[src/rtl/pipe_pkg.sv]
// ---------------------------------------------------------------------------
// pipe_pkg
// Shared definitions for the inter-stage pipeline register family.
//   EXC_NONE            : exccode value meaning "no exception".
//   DEFAULT_BUBBLE_PC8  : pc8 carried by bubbles unless overridden.
//   DEFAULT_PAYLOAD_W   : default width of the opaque stage bundle.
//   entry_meta_t        : per-entry side-band fields (pc8, bd, exccode).
//                         Each entry stores {valid, payload[PAYLOAD_W], meta}.
//                         The payload is kept beside the struct because its
//                         width is a module parameter.
//   merge_exc()         : first-exception-wins exccode merge.
// ---------------------------------------------------------------------------
package pipe_pkg;

  localparam logic [4:0]  EXC_NONE           = 5'd0;
  localparam logic [31:0] DEFAULT_BUBBLE_PC8 = 32'h0000_3008;
  localparam int          DEFAULT_PAYLOAD_W  = 96;

  typedef struct packed {
    logic [31:0] pc8;
    logic        bd;
    logic [4:0]  exccode;
  } entry_meta_t;

  // An exception raised by an earlier stage always takes precedence over
  // one detected by the stage producing this entry.
  function automatic logic [4:0] merge_exc(input logic [4:0] upstream_exc,
                                           input logic [4:0] local_exc);
    return (upstream_exc != EXC_NONE) ? upstream_exc : local_exc;
  endfunction

endpackage

[src/rtl/pipe_entry_reg.sv]
// ---------------------------------------------------------------------------
// pipe_entry_reg
// One storage entry of the stage register (used for both main and skid).
// Ports:
//   clk        in   rising-edge clock
//   reset      in   asynchronous active-high reset (entry becomes a bubble)
//   load       in   capture d_payload/d_meta and mark the entry valid
//   bubble     in   replace the entry with a bubble; wins over load
//   d_payload  in   payload to capture
//   d_meta     in   pc8/bd/exccode to capture
//   q_valid    out  entry holds a valid item
//   q_payload  out  stored payload (0 when bubble)
//   q_meta     out  stored side-band fields (BUBBLE_PC8/0/0 when bubble)
// ---------------------------------------------------------------------------
module pipe_entry_reg
  import pipe_pkg::*;
#(
  parameter int          PAYLOAD_W  = DEFAULT_PAYLOAD_W,
  parameter logic [31:0] BUBBLE_PC8 = DEFAULT_BUBBLE_PC8
) (
  input  logic                 clk,
  input  logic                 reset,
  input  logic                 load,
  input  logic                 bubble,
  input  logic [PAYLOAD_W-1:0] d_payload,
  input  entry_meta_t          d_meta,
  output logic                 q_valid,
  output logic [PAYLOAD_W-1:0] q_payload,
  output entry_meta_t          q_meta
);

  localparam entry_meta_t BUBBLE_META = '{pc8: BUBBLE_PC8, bd: 1'b0, exccode: EXC_NONE};

  logic                 valid_q;
  logic [PAYLOAD_W-1:0] payload_q;
  entry_meta_t          meta_q;

  always_ff @(posedge clk or posedge reset) begin
    if (reset) begin
      valid_q   <= 1'b0;
      payload_q <= '0;
      meta_q    <= BUBBLE_META;
    end else if (bubble) begin
      valid_q   <= 1'b0;
      payload_q <= '0;
      meta_q    <= BUBBLE_META;
    end else if (load) begin
      valid_q   <= 1'b1;
      payload_q <= d_payload;
      meta_q    <= d_meta;
    end
  end

  assign q_valid   = valid_q;
  assign q_payload = payload_q;
  assign q_meta    = meta_q;

endmodule

[src/rtl/pipe_stage_reg.sv]
// ---------------------------------------------------------------------------
// pipe_stage_reg
// Parametrised inter-stage pipeline register with valid/ready handshake and a
// two-entry (main + skid) buffer, so in_ready is a plain register and never
// depends combinationally on out_ready.
// Ports:
//   clk, reset           clock, asynchronous active-high reset
//   clr                  synchronous flush: both entries become bubbles and
//                        the input presented that cycle is dropped
//   in_valid / in_ready  upstream handshake (in_ready = !skid_full, registered)
//   in_payload, in_pc8, in_bd, in_exccode, local_exccode   upstream entry
//   out_valid / out_ready downstream handshake on the main entry
//   out_payload, out_pc8, out_bd, out_exccode              main entry fields
//   stall_cnt            saturating count of cycles with out_valid && !out_ready
// ---------------------------------------------------------------------------
module pipe_stage_reg
  import pipe_pkg::*;
#(
  parameter int          PAYLOAD_W  = 96,
  parameter logic [31:0] BUBBLE_PC8 = 32'h0000_3008,
  parameter int          CNT_W      = 16
) (
  input  logic                 clk,
  input  logic                 reset,
  input  logic                 clr,
  input  logic                 in_valid,
  output logic                 in_ready,
  input  logic [PAYLOAD_W-1:0] in_payload,
  input  logic [31:0]          in_pc8,
  input  logic                 in_bd,
  input  logic [4:0]           in_exccode,
  input  logic [4:0]           local_exccode,
  output logic                 out_valid,
  input  logic                 out_ready,
  output logic [PAYLOAD_W-1:0] out_payload,
  output logic [31:0]          out_pc8,
  output logic                 out_bd,
  output logic [4:0]           out_exccode,
  output logic [CNT_W-1:0]     stall_cnt
);

  localparam logic [CNT_W-1:0] CNT_MAX = '1;

  // Entry state
  logic                 main_valid;
  logic [PAYLOAD_W-1:0] main_payload;
  entry_meta_t          main_meta;
  logic                 skid_valid;
  logic [PAYLOAD_W-1:0] skid_payload;
  entry_meta_t          skid_meta;

  // Control
  logic                 in_ready_q;
  logic                 skid_valid_d;
  logic                 accept;
  logic                 deq;
  logic                 main_load;
  logic                 main_bubble;
  logic                 main_from_skid;
  logic                 skid_load;
  logic                 skid_bubble;

  entry_meta_t          in_meta;
  logic [PAYLOAD_W-1:0] main_d_payload;
  entry_meta_t          main_d_meta;

  logic [CNT_W-1:0]     stall_cnt_q;
  logic [CNT_W-1:0]     stall_cnt_d;

  assign accept = in_valid & in_ready_q;
  assign deq    = main_valid & out_ready;

  // Exception merge happens once, at capture time; the stored value is final.
  always_comb begin
    in_meta         = '0;
    in_meta.pc8     = in_pc8;
    in_meta.bd      = in_bd;
    in_meta.exccode = merge_exc(in_exccode, local_exccode);
  end

  // Entry movement. The skid can only be occupied while main is occupied,
  // so the "main empty" branch never has to consider the skid.
  always_comb begin
    main_load      = 1'b0;
    main_bubble    = 1'b0;
    main_from_skid = 1'b0;
    skid_load      = 1'b0;
    skid_bubble    = 1'b0;
    if (clr) begin
      main_bubble = 1'b1;
      skid_bubble = 1'b1;
    end else if (!main_valid) begin
      main_load = accept;
    end else if (deq) begin
      if (skid_valid) begin
        // in_ready is low here, so nothing can be accepted this cycle.
        main_load      = 1'b1;
        main_from_skid = 1'b1;
        skid_bubble    = 1'b1;
      end else if (accept) begin
        main_load = 1'b1;
      end else begin
        main_bubble = 1'b1;
      end
    end else if (accept) begin
      skid_load = 1'b1;
    end
  end

  assign main_d_payload = main_from_skid ? skid_payload : in_payload;
  assign main_d_meta    = main_from_skid ? skid_meta    : in_meta;

  // Next skid occupancy feeds the registered in_ready.
  always_comb begin
    skid_valid_d = skid_valid;
    if (skid_bubble) begin
      skid_valid_d = 1'b0;
    end else if (skid_load) begin
      skid_valid_d = 1'b1;
    end
  end

  always_ff @(posedge clk or posedge reset) begin
    if (reset) begin
      in_ready_q <= 1'b1;
    end else begin
      in_ready_q <= ~skid_valid_d;
    end
  end

  // Stall counter: saturates instead of wrapping; a flush does not clear it.
  always_comb begin
    stall_cnt_d = stall_cnt_q;
    if (main_valid && !out_ready && (stall_cnt_q != CNT_MAX)) begin
      stall_cnt_d = stall_cnt_q + 1'b1;
    end
  end

  always_ff @(posedge clk or posedge reset) begin
    if (reset) begin
      stall_cnt_q <= '0;
    end else begin
      stall_cnt_q <= stall_cnt_d;
    end
  end

  pipe_entry_reg #(
    .PAYLOAD_W  (PAYLOAD_W),
    .BUBBLE_PC8 (BUBBLE_PC8)
  ) u_main (
    .clk       (clk),
    .reset     (reset),
    .load      (main_load),
    .bubble    (main_bubble),
    .d_payload (main_d_payload),
    .d_meta    (main_d_meta),
    .q_valid   (main_valid),
    .q_payload (main_payload),
    .q_meta    (main_meta)
  );

  pipe_entry_reg #(
    .PAYLOAD_W  (PAYLOAD_W),
    .BUBBLE_PC8 (BUBBLE_PC8)
  ) u_skid (
    .clk       (clk),
    .reset     (reset),
    .load      (skid_load),
    .bubble    (skid_bubble),
    .d_payload (in_payload),
    .d_meta    (in_meta),
    .q_valid   (skid_valid),
    .q_payload (skid_payload),
    .q_meta    (skid_meta)
  );

  assign in_ready    = in_ready_q;
  assign out_valid   = main_valid;
  assign out_payload = main_payload;
  assign out_pc8     = main_meta.pc8;
  assign out_bd      = main_meta.bd;
  assign out_exccode = main_meta.exccode;
  assign stall_cnt   = stall_cnt_q;

endmodule

[config.mk]
export PLATFORM = sky130hd
export DESIGN_NAME = pipe_stage_reg
export DESIGN_NICKNAME = d
export VERILOG_FILES = /design/src/rtl/pipe_pkg.sv /design/src/rtl/pipe_entry_reg.sv /design/src/rtl/pipe_stage_reg.sv
export SDC_FILE = /design/constraint.sdc
export NUM_CORES = 1
export LEC_CHECK = 0
export ABC_AREA = 1
export CAP_MARGIN = 20
export CORE_ASPECT_RATIO = 1.1
export CORE_UTILIZATION = 45
export DETAILED_ROUTE_END_ITERATION = 16
export HOLD_SLACK_MARGIN = 0.03
export PLACE_DENSITY = 0.78
export SYNTH_ARGS = -nofsm -noshare
export SYNTH_HDL_FRONTEND = slang
export SYNTH_SLANG_ARGS = --single-unit
[constraint.sdc]
create_clock -name clk -period 10.5 [get_ports clk]
set_input_delay 3.15 -clock clk [delete_from_list [all_inputs] [get_ports clk]]
set_output_delay 3.15 -clock clk [all_outputs]
set_load 0.05 [all_outputs]
# After elaboration in Yosys (flattened, before gate mapping)
# Index checks and enable logic that the tools add are counted.
[totals]
regBits = 287
out_inout_bits = 152
[classes]
bitwise = 3
eq_ne = 1
muxes = 33
n_reduce_logical = 6
n_addsub = 1
[op_table]
columns = ["op", "n"]
rows = [
  ["96-bit 2-to-1 mux", 5],
  ["38-bit 2-to-1 mux", 5],
  ["1-bit 2-to-1 mux", 22],
  ["16-bit by 1-bit adder with 16-bit output, second input constant", 1],
  ["16-bit != test, second input constant", 1],
  ["5-bit 2-to-1 mux", 1],
  ["5-bit nonzero test", 1],
  ["2-bit nonzero test", 2],
  ["1-bit AND", 2],
  ["1-bit logical AND", 2],
  ["1-bit logical NOT", 1],
  ["1-bit NOT", 1],
]

# Depth between registers and ports, before layout
# Gate-level depths: netlist (run 1).
[depth]
depth_word = 8
mapped_depth = 10
mapped_depth_nobuf = 9

# Modules after synthesis
# From an unflattened synthesis (run 1), not the netlist that was laid out.
[hier_totals]
hier_cells = 1789
hier_area_um2 = 13384.1
[modules_own_cells]
columns = ["module", "cells_per_inst", "area_per_inst_um2", "n_inst", "seq_area_each_um2"]
rows = [
  ["pipe_entry_reg", 585, 5285.1, 2, 3382.0],
  ["pipe_stage_reg", 619, 2813.9, 1, 426.7],
]

# Worst setup path before layout (run 1)
# OpenSTA, ideal clock, no wires.
[synth_timing]
kind = "input-to-reg"
startpoint = "in clr"
endpoint = "reg u_main.meta_q, in the netlist u_main.q_meta[10]"
stages = 7
setup_time_ns = 0.066
path_slack_ns = 6.314
arrival_ns = 4.120
path_cell_list = "inv_1 -> nand4_1 -> inv_2 -> buf_2 -> buf_1 -> o211ai_1 -> nand2_1"
[synth_via]
elab_chain_len = 4
word_cells_on_any_way = 7
classes_between = "mux (6); reduce/logical (1)"
[synth_lines]
columns = ["item", "line", "rtl"]
rows = [
  ["from (decl)", "pipe_stage_reg.sv:25", "input logic clr,"],
  ["1-bit 2-to-1 mux", "pipe_stage_reg.sv:89", "if (clr) begin"],
  ["38-bit 2-to-1 mux", "pipe_stage_reg.sv:111", "assign main_d_meta = main_from_skid ? skid_meta : in_meta;"],
  ["38-bit 2-to-1 mux", "pipe_entry_reg.sv:47", "end else if (load) begin"],
  ["38-bit 2-to-1 mux", "pipe_entry_reg.sv:43", "end else if (bubble) begin"],
  ["to (signal assigned)", "pipe_entry_reg.sv:50", "meta_q <= d_meta;"],
  ["to (decl)", "pipe_entry_reg.sv:36", "entry_meta_t meta_q;"],
]
# Several ways; a longest one is shown, not always the timed one. The select of a mux whose other input is x is not followed.
# A chain may end at the register's enable or synchronous reset.

# Final worst setup path (run 1)
[layout_timing]
startpoint = "in out_ready"
endpoint = "reg u_main.payload_q[34] (netlist: u_main.q_payload[34])"
[layout_via]
elab_chain_len = 7
word_cells_on_any_way = 14
classes_between = "mux (12); bitwise (1); reduce/logical (1)"
[layout_lines]
columns = ["item", "line", "rtl"]
rows = [
  ["from (decl)", "pipe_stage_reg.sv:34", "input logic out_ready,"],
  ["1-bit AND (*)", "pipe_stage_reg.sv:71", "assign deq = main_valid & out_ready;"],
  ["1-bit 2-to-1 mux", "pipe_stage_reg.sv:94", "end else if (deq) begin"],
  ["1-bit 2-to-1 mux", "pipe_stage_reg.sv:92", "end else if (!main_valid) begin"],
  ["1-bit 2-to-1 mux", "pipe_stage_reg.sv:89", ""],
  ["96-bit 2-to-1 mux", "pipe_stage_reg.sv:110", "assign main_d_payload = main_from_skid ? skid_payload : in_payload;"],
  ["96-bit 2-to-1 mux", "pipe_entry_reg.sv:47", ""],
  ["96-bit 2-to-1 mux", "pipe_entry_reg.sv:43", ""],
  ["to (signal assigned)", "pipe_entry_reg.sv:49", "payload_q <= d_payload;"],
  ["to (decl)", "pipe_entry_reg.sv:35", "logic [PAYLOAD_W-1:0] payload_q;"],
]
# Mark *: on every way between the ends. The rest lies on a longest branch, timed or not. The select of a mux whose other input is x is not followed.

==> flow_summary_export.csv, run 1 <==
group,metric,value,unit
drt,firstDrtPassIters,5,
floorplanning,core,27800,um^2
clock_tree,clockBufferDepth,3,
worst_setup_path,crit_path_max_fanout,146,
placed_design,place_area,15700,um^2
status,status,"finished, final reports clean",
power_and_ir_drop,switching_share,28.9,%
layout,num-nets-final,1885,
floorplanning,rows,64,
grt,gr-usage-all-layers,23.2,%
sta,setup_violations,0,
synthesis,syn-num-nets,1635,
layout,fillers,2328,
synthesis,syn_area_per_cell,8.50,um^2
synthesis,syn_area,12700,um^2
clock_tree,cts.reportedPaths.clkPinSlew,0.06,ns
power_and_ir_drop,ir_drop,0.107,mV
synthesis,synth.most_common_cell,"nand2_1",
placed_design,pre_cts_ws,3.73,ns
synthesis,yosys_warnings,0,
sta,relSlewSlack,26.4,%
sta,finalSetupTns,0,ns
synthesis,synth_edf_count,0,
floorplanning,start_util,45.6,%
grt,grt_first_pass_wirelength,54100,um
worst_setup_path,path_depth,8,
sta,whs,0.471,ns
clock_tree,ctsRootBufferMaster,"clkbuf_16",
grt,grt-ovfl-total,0,
power_and_ir_drop,combPwrFrac,17.8,%
worst_setup_path,critPathRequiredTime,10.91,ns
sta,tightest_slew,1.10,ns
sta,setup_slack,4.52,ns
power_and_ir_drop,p_int,2.02,mW
power_and_ir_drop,seq_power_share,42.7,%
sta,fmax,167,MHz
clock_tree,cts.sinks,287,
worst_setup_path,critPathSlowestCell,"buf_4",
synthesis,yosys.area.top_type,"dfrtp_1",
worst_setup_path,endpoint_kind,"flop",
drt,wl_per_cell,15.7,um
power_and_ir_drop,switchingPower,0.821,mW
power_and_ir_drop,clkPwrFrac,39.5,%
power_and_ir_drop,finalPower,2.84,mW
synthesis,ys_top_cells_by_count,"nand2_1, dfrtp_1, inv_1",
clock_tree,cts_setup_buffers,0,
placed_design,gp_congestion,0.815,
grt,antenna_found_initial,4,
clock_tree,numCtsBuffers,30,
sta,hold_viol_final,0,
sta,slew_viol_final,0,
clock_tree,cts_max_level,1,
drt,drc,0,
floorplanning,dieArea,28800,um^2
synthesis,synth_cells,1490,
drt,vias_per_cell,5.14,
clock_tree,clk_latency,0.54,ns
synthesis,ys_seq_elements,287,
drt,vias,10900,
worst_setup_path,cp-start-kind,"input pin",
sta,rsz0062_at_grt,"no",
floorplanning,die_h,178,um
placed_design,hpwlAfterDp,20900,um
synthesis,yosys-top-cells-area,"dfrtp_1, nand2_1, o211ai_1",
layout,area_growth,32.7,%
drt,routed_wirelength,33500,um
power_and_ir_drop,p_leak,7.48,nW
grt,grt_max_degree,179,
worst_setup_path,crit_family,"buffers and inverters",
worst_setup_path,path_buf_inv,4,
drt,ant_nets,0,
drt,drtIter0Drc,871,
synthesis,synth_seq_area_share,56.7,%
flow_run,cap_violations,0,
sta,finalCritPeriodShare,56.9,%
sta,clock_skew,0.00721,ns
clock_tree,cts-resized-gates,0,
min_path,holdPathStages,2,
grt,grt_pass1_vias,10800,
worst_setup_path,arrival,6.39,ns
floorplanning,io_pins,296,
floorplanning,die_w,162,um
synthesis,synth-main-ff-cell,"dfrtp_1",
worst_setup_path,rr_worst_depth,9,
clock_tree,cts_tree,"yes",
worst_setup_path,path_cells,"clkdlybuf4s50_1, nand4_1, inv_6, buf_16, buf_4, nand2_1, o211ai_1, nand2_1",
synthesis,yosysTopAreaCellShare,55.3,%
power_and_ir_drop,powerDensity,169,nW/um^2
clock_tree,hold_buffers,0,
min_path,worstHoldPathType,"flop to flop",
synthesis,async_reset_ff_share,100,%
worst_setup_path,cp_common_cell,"nand2_1",
sta,min_period,5.98,ns
worst_setup_path,critical-path-max-stage-delay,0.83,ns
placed_design,io_buffers,295,
worst_setup_path,path_class,"input pin to flop",
layout,drive_above_1_share,4.65,%
layout,postLayoutCellArea,16800,um^2
synthesis,synth_cell_types,25,
sequential cells by signal, summed over array words and instances, names as in the netlist:
name / flops
u_main.q_meta: 38
u_skid.q_payload: 96
u_skid.q_meta: 38
in_ready: 1
stall_cnt: 16
u_main.q_valid: 1
u_skid.q_valid: 1
u_main.q_payload: 96
through the flow:
step | cells | utilization (%)
2_1_floorplan | 1490 | -
3_3_place_gp | 2069 | 56.4
3_5_place_dp | 2069 | 56.4
4_1_cts | 2125 | 60.3
5_1_grt | 2130 | 60.5
6_report | 2130 | 60.5
cell families (layout without fill, tap and decap cells):
family | Yosys count | in the layout | synth area share (%)
buffers and inverters | 254 | 528 | 8.74
AO/OA/AOI/OAI | 277 | 277 | 13.4
XOR/XNOR | 7 | 7 | 0.484
AND/OR/NAND/NOR | 664 | 664 | 20.5
flip-flops | 287 | 287 | 56.7
other | 0 | 3 | 0
adder cells (fa/ha/maj) | 1 | 1 | 0.0987
power by group through the flow:
stage | combinational (mW) | sequential [mW] | clock [mW]
6_report | 0.507 | 1.21 | 1.12
5_1_grt | 0.540 | 1.22 | 1.19
4_1_cts | 0.510 | 1.21 | 1.14
3_5_place_dp | 0.507 | 1.23 | 0
3_3_place_gp | 0.501 | 1.23 | 0
2_1_floorplan | 0.131 | 1.40 | 0
worst reg2reg max path: stages (launching register included):
cell,delay (ns)
dfrtp_1,0.43
inv_2,0.08
nor2_4,0.17
inv_2,0.08
nand3_2,0.16
inv_4,0.20
nor2_4,0.81
buf_4,0.93
nand2_1,0.24
nand2_1,0.12
cell usage in the layout (no fill, tap or decap), types with 11 or more instances in the layout:
cell	count
o211ai_1	127
nand2_1	603
nand4_1	11
o21ai_1	51
o21ai_0	93
clkdlybuf4s50_1	295
nor2_1	19
dfrtp_1	280
nand3_1	21
inv_1	161
clkbuf_16	31
layer usage:
| layer | track usage, % | wire (um) | vias to the layer above |
|---|---|---|---|
| met3 | 4.67 | 2410 | 65 |
| met4 | 7.15 | 896 | 2 |
| met1 | 30.4 | 14100 | 5265 |
| li1 | - | - | 5241 |
| met5 | 0 | 9 | - |
| met2 | 38.7 | 16100 | 367 |
cell type report:
| class | instances | area (um^2) | area share, % |
|---|---|---|---|
| Sequential cell | 287 | 7190 | 42.8 |
| Multi-Input combinational cell | 949 | 4370 | 26.0 |
| Timing Repair Buffer | 305 | 3080 | 18.3 |
| Clock buffer | 41 | 873 | 5.20 |
| Inverter | 167 | 641 | 3.81 |
| Tap cell | 363 | 454 | 2.70 |
| Clock inverter | 15 | 190 | 1.13 |
| Antenna cell | 3 | 7.51 | 0.0447 |
path summary, 6_finish.rpt:
path / start / end / slack, ns
min in group asynchronous: reset / u_main.q_payload[56] / 3.10
hold / removal: u_skid.q_meta[19] / u_skid.q_meta[19] / 0.47
setup reg to reg: u_main.q_valid / u_main.q_payload[94] / 7.22
setup / recovery: out_ready / u_main.q_payload[34] / 4.52
hold reg to reg: u_skid.q_meta[19] / u_skid.q_meta[19] / 0.47
max in group asynchronous: reset / u_skid.q_meta[4] / 5.97
(Power assumes the default switching activity.)
==> run 2: changes to the inputs <==
--- a/config.mk
+++ b/config.mk
@@ -8,10 +8,10 @@
 export ABC_AREA = 1
 export CAP_MARGIN = 20
 export CORE_ASPECT_RATIO = 1.1
-export CORE_UTILIZATION = 45
+export CORE_UTILIZATION = 50
 export DETAILED_ROUTE_END_ITERATION = 16
 export HOLD_SLACK_MARGIN = 0.03
-export PLACE_DENSITY = 0.78
+export PLACE_DENSITY = 0.82
 export SYNTH_ARGS = -nofsm -noshare
 export SYNTH_HDL_FRONTEND = slang
 export SYNTH_SLANG_ARGS = --single-unit
==> constraint.sdc (replaced) <==
create_clock -name clk -period 5.9 [get_ports clk]
set_input_delay 1.77 -clock clk [delete_from_list [all_inputs] [get_ports clk]]
set_output_delay 1.77 -clock clk [all_outputs]
set_load 0.05 [all_outputs]
==> run 2 against run 1 <==
  * Design area is 0.70% lower
  * Final cell count is 2.6% lower
  * Clock skew is 0.011 ns higher
  * Power is 75% higher
  * Sequential share of layout area is 0.30 points higher
  * Combinational power is 77% higher
  * Sequential power is 79% higher
  * Flip-flop and latch count stayed put
==> flow_summary_export.csv, run 2 (synthesis gave the netlist of run 1 again) <==
group,metric,value,unit
status,status,"finished, final reports clean",
drt,routed_wirelength,33300,um
drt,drtIter0Drc,659,
clock_tree,numCtsBuffers,28,
power_and_ir_drop,powerDensity,299,nW/um^2
clock_tree,cts.sinks,287,
floorplanning,core,24700,um^2
power_and_ir_drop,p_int,3.56,mW
floorplanning,start_util,51.3,%
sta,fmax,238,MHz
power_and_ir_drop,combPwrFrac,18.0,%
grt,antenna_found_initial,2,
drt,ant_nets,0,
worst_setup_path,path_buf_inv,4,
grt,grt-ovfl-total,0,
drt,drc,0,
grt,grt_pass1_vias,10700,
worst_setup_path,critPathSlowestCell,"buf_4",
sta,setup_slack,1.69,ns
layout,num-nets-final,1887,
worst_setup_path,crit_family,"buffers and inverters",
clock_tree,clockBufferDepth,3,
floorplanning,io_pins,296,
worst_setup_path,critPathRequiredTime,6.36,ns
flow_run,cap_violations,0,
placed_design,hpwlAfterDp,21600,um
worst_setup_path,path_cells,"clkdlybuf4s50_1, nor2_4, nand3_2, nor2_4, buf_4, buf_4, inv_1, nor2_1, a21oi_1",
power_and_ir_drop,switching_share,28.6,%
clock_tree,hold_buffers,0,
clock_tree,cts_max_level,1,
clock_tree,cts-resized-gates,0,
clock_tree,cts_tree,"yes",
sta,setup_violations,0,
floorplanning,die_h,169,um
floorplanning,rows,60,
clock_tree,clk_latency,0.54,ns
sta,tightest_slew,1.06,ns
placed_design,pre_cts_ws,1.15,ns
sta,finalSetupTns,0,ns
floorplanning,die_w,154,um
worst_setup_path,crit_path_max_fanout,66,
sta,min_period,4.21,ns
sta,finalCritPeriodShare,71.3,%
clock_tree,cts.reportedPaths.clkPinSlew,0.06,ns
placed_design,io_buffers,295,
sta,slew_viol_final,0,
drt,vias_per_cell,5.27,
min_path,hp-start,"u_skid.q_meta[18]",
placed_design,gp_congestion,0.803,
worst_setup_path,cp-start-kind,"input pin",
power_and_ir_drop,clkPwrFrac,38.6,%
power_and_ir_drop,switchingPower,1.42,mW
worst_setup_path,critical-path-max-stage-delay,0.68,ns
worst_setup_path,crit_start,"out_ready",
drt,firstDrtPassIters,5,
layout,final_cell_mix,"nand2_1, clkdlybuf4s50_1, dfrtp_1",
worst_setup_path,path_class,"input pin to flop",
sta,relSlewSlack,29.6,%
grt,gr-usage-all-layers,25.8,%
clock_tree,cts_setup_buffers,0,
layout,layout_commonest_cell,"nand2_1",
layout,drive_above_1_share,4.37,%
sta,rsz0062_at_grt,"no",
sta,hold_viol_final,0,
grt,grt_max_degree,152,
power_and_ir_drop,ir_drop,0.229,mV
power_and_ir_drop,p_leak,7.47,nW
power_and_ir_drop,seq_power_share,43.3,%
clock_tree,ctsRootBufferMaster,"clkbuf_16",
worst_setup_path,r2r_start,"u_main.q_valid",
floorplanning,dieArea,26000,um^2
worst_setup_path,arrival,4.67,ns
worst_setup_path,endpoint_kind,"flop",
layout,area_growth,31.7,%
drt,wl_per_cell,16.1,um
sta,clock_skew,0.0182,ns
grt,grt_first_pass_wirelength,54300,um
min_path,worstHoldPathType,"flop to flop",
drt,vias,10900,
## run 2: final cells by class
class / instances / area (um^2)
well taps: 310 / 388
flip-flops and latches: 287 / 7190
repair buffers: 309 / 3100
clock inverters: 6 / 134
diodes: 2 / 5.00
multi-input cells: 949 / 4370
inverters: 167 / 641
fillers: 1897 / 8010
clock buffers: 45 / 866
## run 2: tightest hold or removal path: cells and delay by family, from the launching register on
family                 cells  cell delay (ns)
AOI/OAI and AO/OA          1             0.06
DFF                        1             0.36
buffers and inverters      1             0.05
## run 2: power groups by stage
stage	Combinational, mW	Clock, mW	Sequential (mW)
floorplan	0.233	0	2.49
global placement	0.890	0	2.19
CTS	0.905	1.96	2.16
detailed placement	0.902	0	2.20
finish	0.899	1.93	2.16
global route	0.958	2.03	2.17
## run 2: layer usage
layer  wire, um  global-route usage (%)  vias to the layer above
met4        888                    8.61                        0
met1      14200                    34.6                     5213
met5          0                       0                        -
li1           -                       -                     5244
met2      15800                    41.8                      423
met3       2510                    5.35                       62
## run 2: through the flow
step	power, mW	instances	hold WS (ns)	cell area (um^2)	utilization, %
final	4.99	2075	0.471	16700	67.6
after global placement	3.08	2022	0.457	15700	63.5
after floorplan	2.72	1490	0.450	12700	-
after global routing	5.17	2074	0.491	16700	67.6
after CTS	5.02	2073	0.471	16700	67.6
after detailed placement	3.10	2022	0.461	15700	63.5
## run 2: final timing paths
path                                         to  slack (ns)  cells after the start
setup / recovery              u_skid.q_meta[19]        1.69                      9
hold reg to reg               u_skid.q_meta[18]        0.47                      2
hold / removal                u_skid.q_meta[18]        0.47                      2
min in group asynchronous  u_skid.q_payload[40]        1.83                      3
max in group asynchronous     u_skid.q_meta[35]        3.41                      3
setup reg to reg              u_skid.q_meta[19]        2.96                      9
==> run 3: changes to the inputs <==
--- a/config.mk
+++ b/config.mk
@@ -8,10 +8,10 @@
 export ABC_AREA = 1
 export CAP_MARGIN = 20
 export CORE_ASPECT_RATIO = 1.1
-export CORE_UTILIZATION = 50
+export CORE_UTILIZATION = 45
 export DETAILED_ROUTE_END_ITERATION = 16
 export HOLD_SLACK_MARGIN = 0.03
-export PLACE_DENSITY = 0.82
+export PLACE_DENSITY = 0.78
 export SYNTH_ARGS = -nofsm -noshare
 export SYNTH_HDL_FRONTEND = slang
 export SYNTH_SLANG_ARGS = --single-unit
==> constraint.sdc (replaced) <==
create_clock -name clk -period 3.7 [get_ports clk]
set_input_delay 1.11 -clock clk [delete_from_list [all_inputs] [get_ports clk]]
set_output_delay 1.11 -clock clk [all_outputs]
set_load 0.05 [all_outputs]
==> run 3 against run 2 <==
  * Core utilization fell by 6.9 points
  * Global-route usage fell by 2.3 points
  * Via count fell by 0.11%
  * Combinational power rose by 61%
  * Non-clock buffer count rose by 6
  * First-iteration DRC count rose by 19%
  * Die area rose by 11%
  * Critical path depth fell by 8
  * Largest power group unchanged
==> flow_summary_export.csv, run 3 (synthesis gave the netlist of run 1 again) <==
group,metric,value,unit
status,status,"finished, final reports clean",
placed_design,gp_congestion,0.808,
sta,slew_viol_final,0,
clock_tree,cts.sinks,287,
worst_setup_path,crit_family,"buffers and inverters",
worst_setup_path,critPathSlowestCell,"clkdlybuf4s50_1",
sta,fmax,330,MHz
clock_tree,cts_max_level,1,
sta,finalCritPeriodShare,81.8,%
power_and_ir_drop,p_int,5.53,mW
drt,wl_per_cell,15.7,um
clock_tree,cts_tree,"yes",
worst_setup_path,path_buf_inv,1,
floorplanning,dieArea,28800,um^2
floorplanning,core,27800,um^2
placed_design,io_buffers,295,
sta,clock_skew,0.0134,ns
drt,drtIter0Drc,787,
sta,whs,0.473,ns
drt,ant_nets,0,
worst_setup_path,cp-start-kind,"flop",
worst_setup_path,path_class,"flop to output port",
layout,layout_commonest_cell,"nand2_1",
floorplanning,die_h,178,um
clock_tree,cts-resized-gates,0,
layout,num-nets-final,1895,
floorplanning,rows,64,
flow_run,cap_violations,0,
placed_design,hpwlAfterDp,21500,um
sta,tightest_slew,0.690,ns
grt,grt-ovfl-total,0,
clock_tree,clockBufferDepth,3,
drt,drc,0,
power_and_ir_drop,ir_drop,0.284,mV
clock_tree,cts_setup_buffers,0,
clock_tree,clk_latency,0.54,ns
worst_setup_path,critical-path-max-stage-delay,0.83,ns
sta,relSlewSlack,54.0,%
grt,antenna_found_initial,1,
min_path,worstHoldPathType,"flop to flop",
worst_setup_path,path_cells,"clkdlybuf4s50_1",
layout,drive_above_1_share,4.74,%
clock_tree,ctsRootBufferMaster,"clkbuf_16",
worst_setup_path,critPathRequiredTime,2.59,ns
placed_design,dp_cells,2081,
layout,final_cell_mix,"nand2_1, clkdlybuf4s50_1, dfrtp_1",
power_and_ir_drop,powerDensity,463,nW/um^2
clock_tree,cts.reportedPaths.clkPinSlew,0.07,ns
floorplanning,start_util,45.6,%
power_and_ir_drop,p_leak,7.51,nW
worst_setup_path,endpoint_kind,"output port",
sta,finalSetupTns,0,ns
power_and_ir_drop,switchingPower,2.29,mW
floorplanning,io_pins,296,
clock_tree,numCtsBuffers,30,
grt,grt_max_degree,133,
clock_tree,hold_buffers,0,
drt,routed_wirelength,33500,um
sta,min_period,3.03,ns
grt,grt_first_pass_wirelength,54300,um
power_and_ir_drop,switching_share,29.3,%
worst_setup_path,crit_path_max_fanout,2,
layout,area_growth,33.1,%
power_and_ir_drop,clkPwrFrac,37.3,%
sta,setup_violations,0,
sta,hold_viol_final,0,
power_and_ir_drop,seq_power_share,44.1,%
grt,grt_pass1_vias,10700,
worst_setup_path,arrival,1.92,ns
sta,rsz0062_at_grt,"no",
drt,vias,10900,
grt,gr-usage-all-layers,23.4,%
floorplanning,die_w,162,um
layout,fillers,2318,
drt,vias_per_cell,5.11,
power_and_ir_drop,combPwrFrac,18.6,%
drt,firstDrtPassIters,5,
layout,finalNonFillerCells,2137,
[run 3: changes by cell type in the layout (fill, tap and decap cells not counted)]
cell | before | now
buf_4 | 11 | 8
buf_12 | 3 | 12
clkinvlp_4 | 1 | 3
clkbuf_16 | 29 | 31
clkbuf_1 | 8 | 11
inv_6 | 2 | 1
diode_2 | 2 | 1
clkbuf_8 | 8 | 5
bufinv_16 | 4 | 1
clkinv_2 | 1 | 5
[run 3: final cells by class]
type / count / area (um^2) / share of cell area, %
flip-flops and latches: 287 / 7190 / 42.6
multi-input cells: 949 / 4370 / 25.9
repair buffers: 315 / 3250 / 19.3
clock buffers: 47 / 886 / 5.25
inverters: 167 / 641 / 3.80
well taps: 363 / 454 / 2.69
clock inverters: 8 / 70.1 / 0.415
diodes: 1 / 2.50 / 0.0148
[run 3: worst paths after layout]
kind,depth (start not counted),end,start,slack (ns)
max,1,out_pc8[3],u_main.q_meta[9],0.67
min,2,u_skid.q_meta[9],u_skid.q_meta[9],0.47
max reg2reg,8,u_skid.q_meta[26],u_main.q_valid,1.70
min reg2reg,2,u_skid.q_meta[9],u_skid.q_meta[9],0.47
max in group asynchronous,4,u_skid.q_meta[29],reset,1.89
min in group asynchronous,3,u_main.q_payload[38],reset,1.03
[run 3: through the flow]
stage	utilization [%]	cell area [um^2]	setup WS [ns]	total power, mW
3_5_place_dp	57.3	15900	0.554	4.96
2_1_floorplan	-	12700	-1.21	4.34
3_3_place_gp	57.3	15900	0.657	4.93
6_report	60.7	16900	0.674	7.81
4_1_cts	60.7	16900	0.650	7.90
5_1_grt	60.7	16900	0.612	8.12
[run 3: power by group through the flow]
stage | Sequential (mW) | Combinational, mW | Clock (mW)
final | 3.45 | 1.45 | 2.92
after global routing | 3.46 | 1.55 | 3.11
after detailed placement | 3.50 | 1.46 | 0
after floorplan | 3.97 | 0.372 | 0
after global placement | 3.49 | 1.44 | 0
after CTS | 3.45 | 1.46 | 2.99
[run 3: routing by layer]
layer	vias to the layer above	routed length (um)	global-route usage [%]
met5	-	0	0
met4	0	845	7.78
met3	58	2230	4.05
met2	379	15900	38.5
met1	5234	14600	31.5
li1	5259	-	-
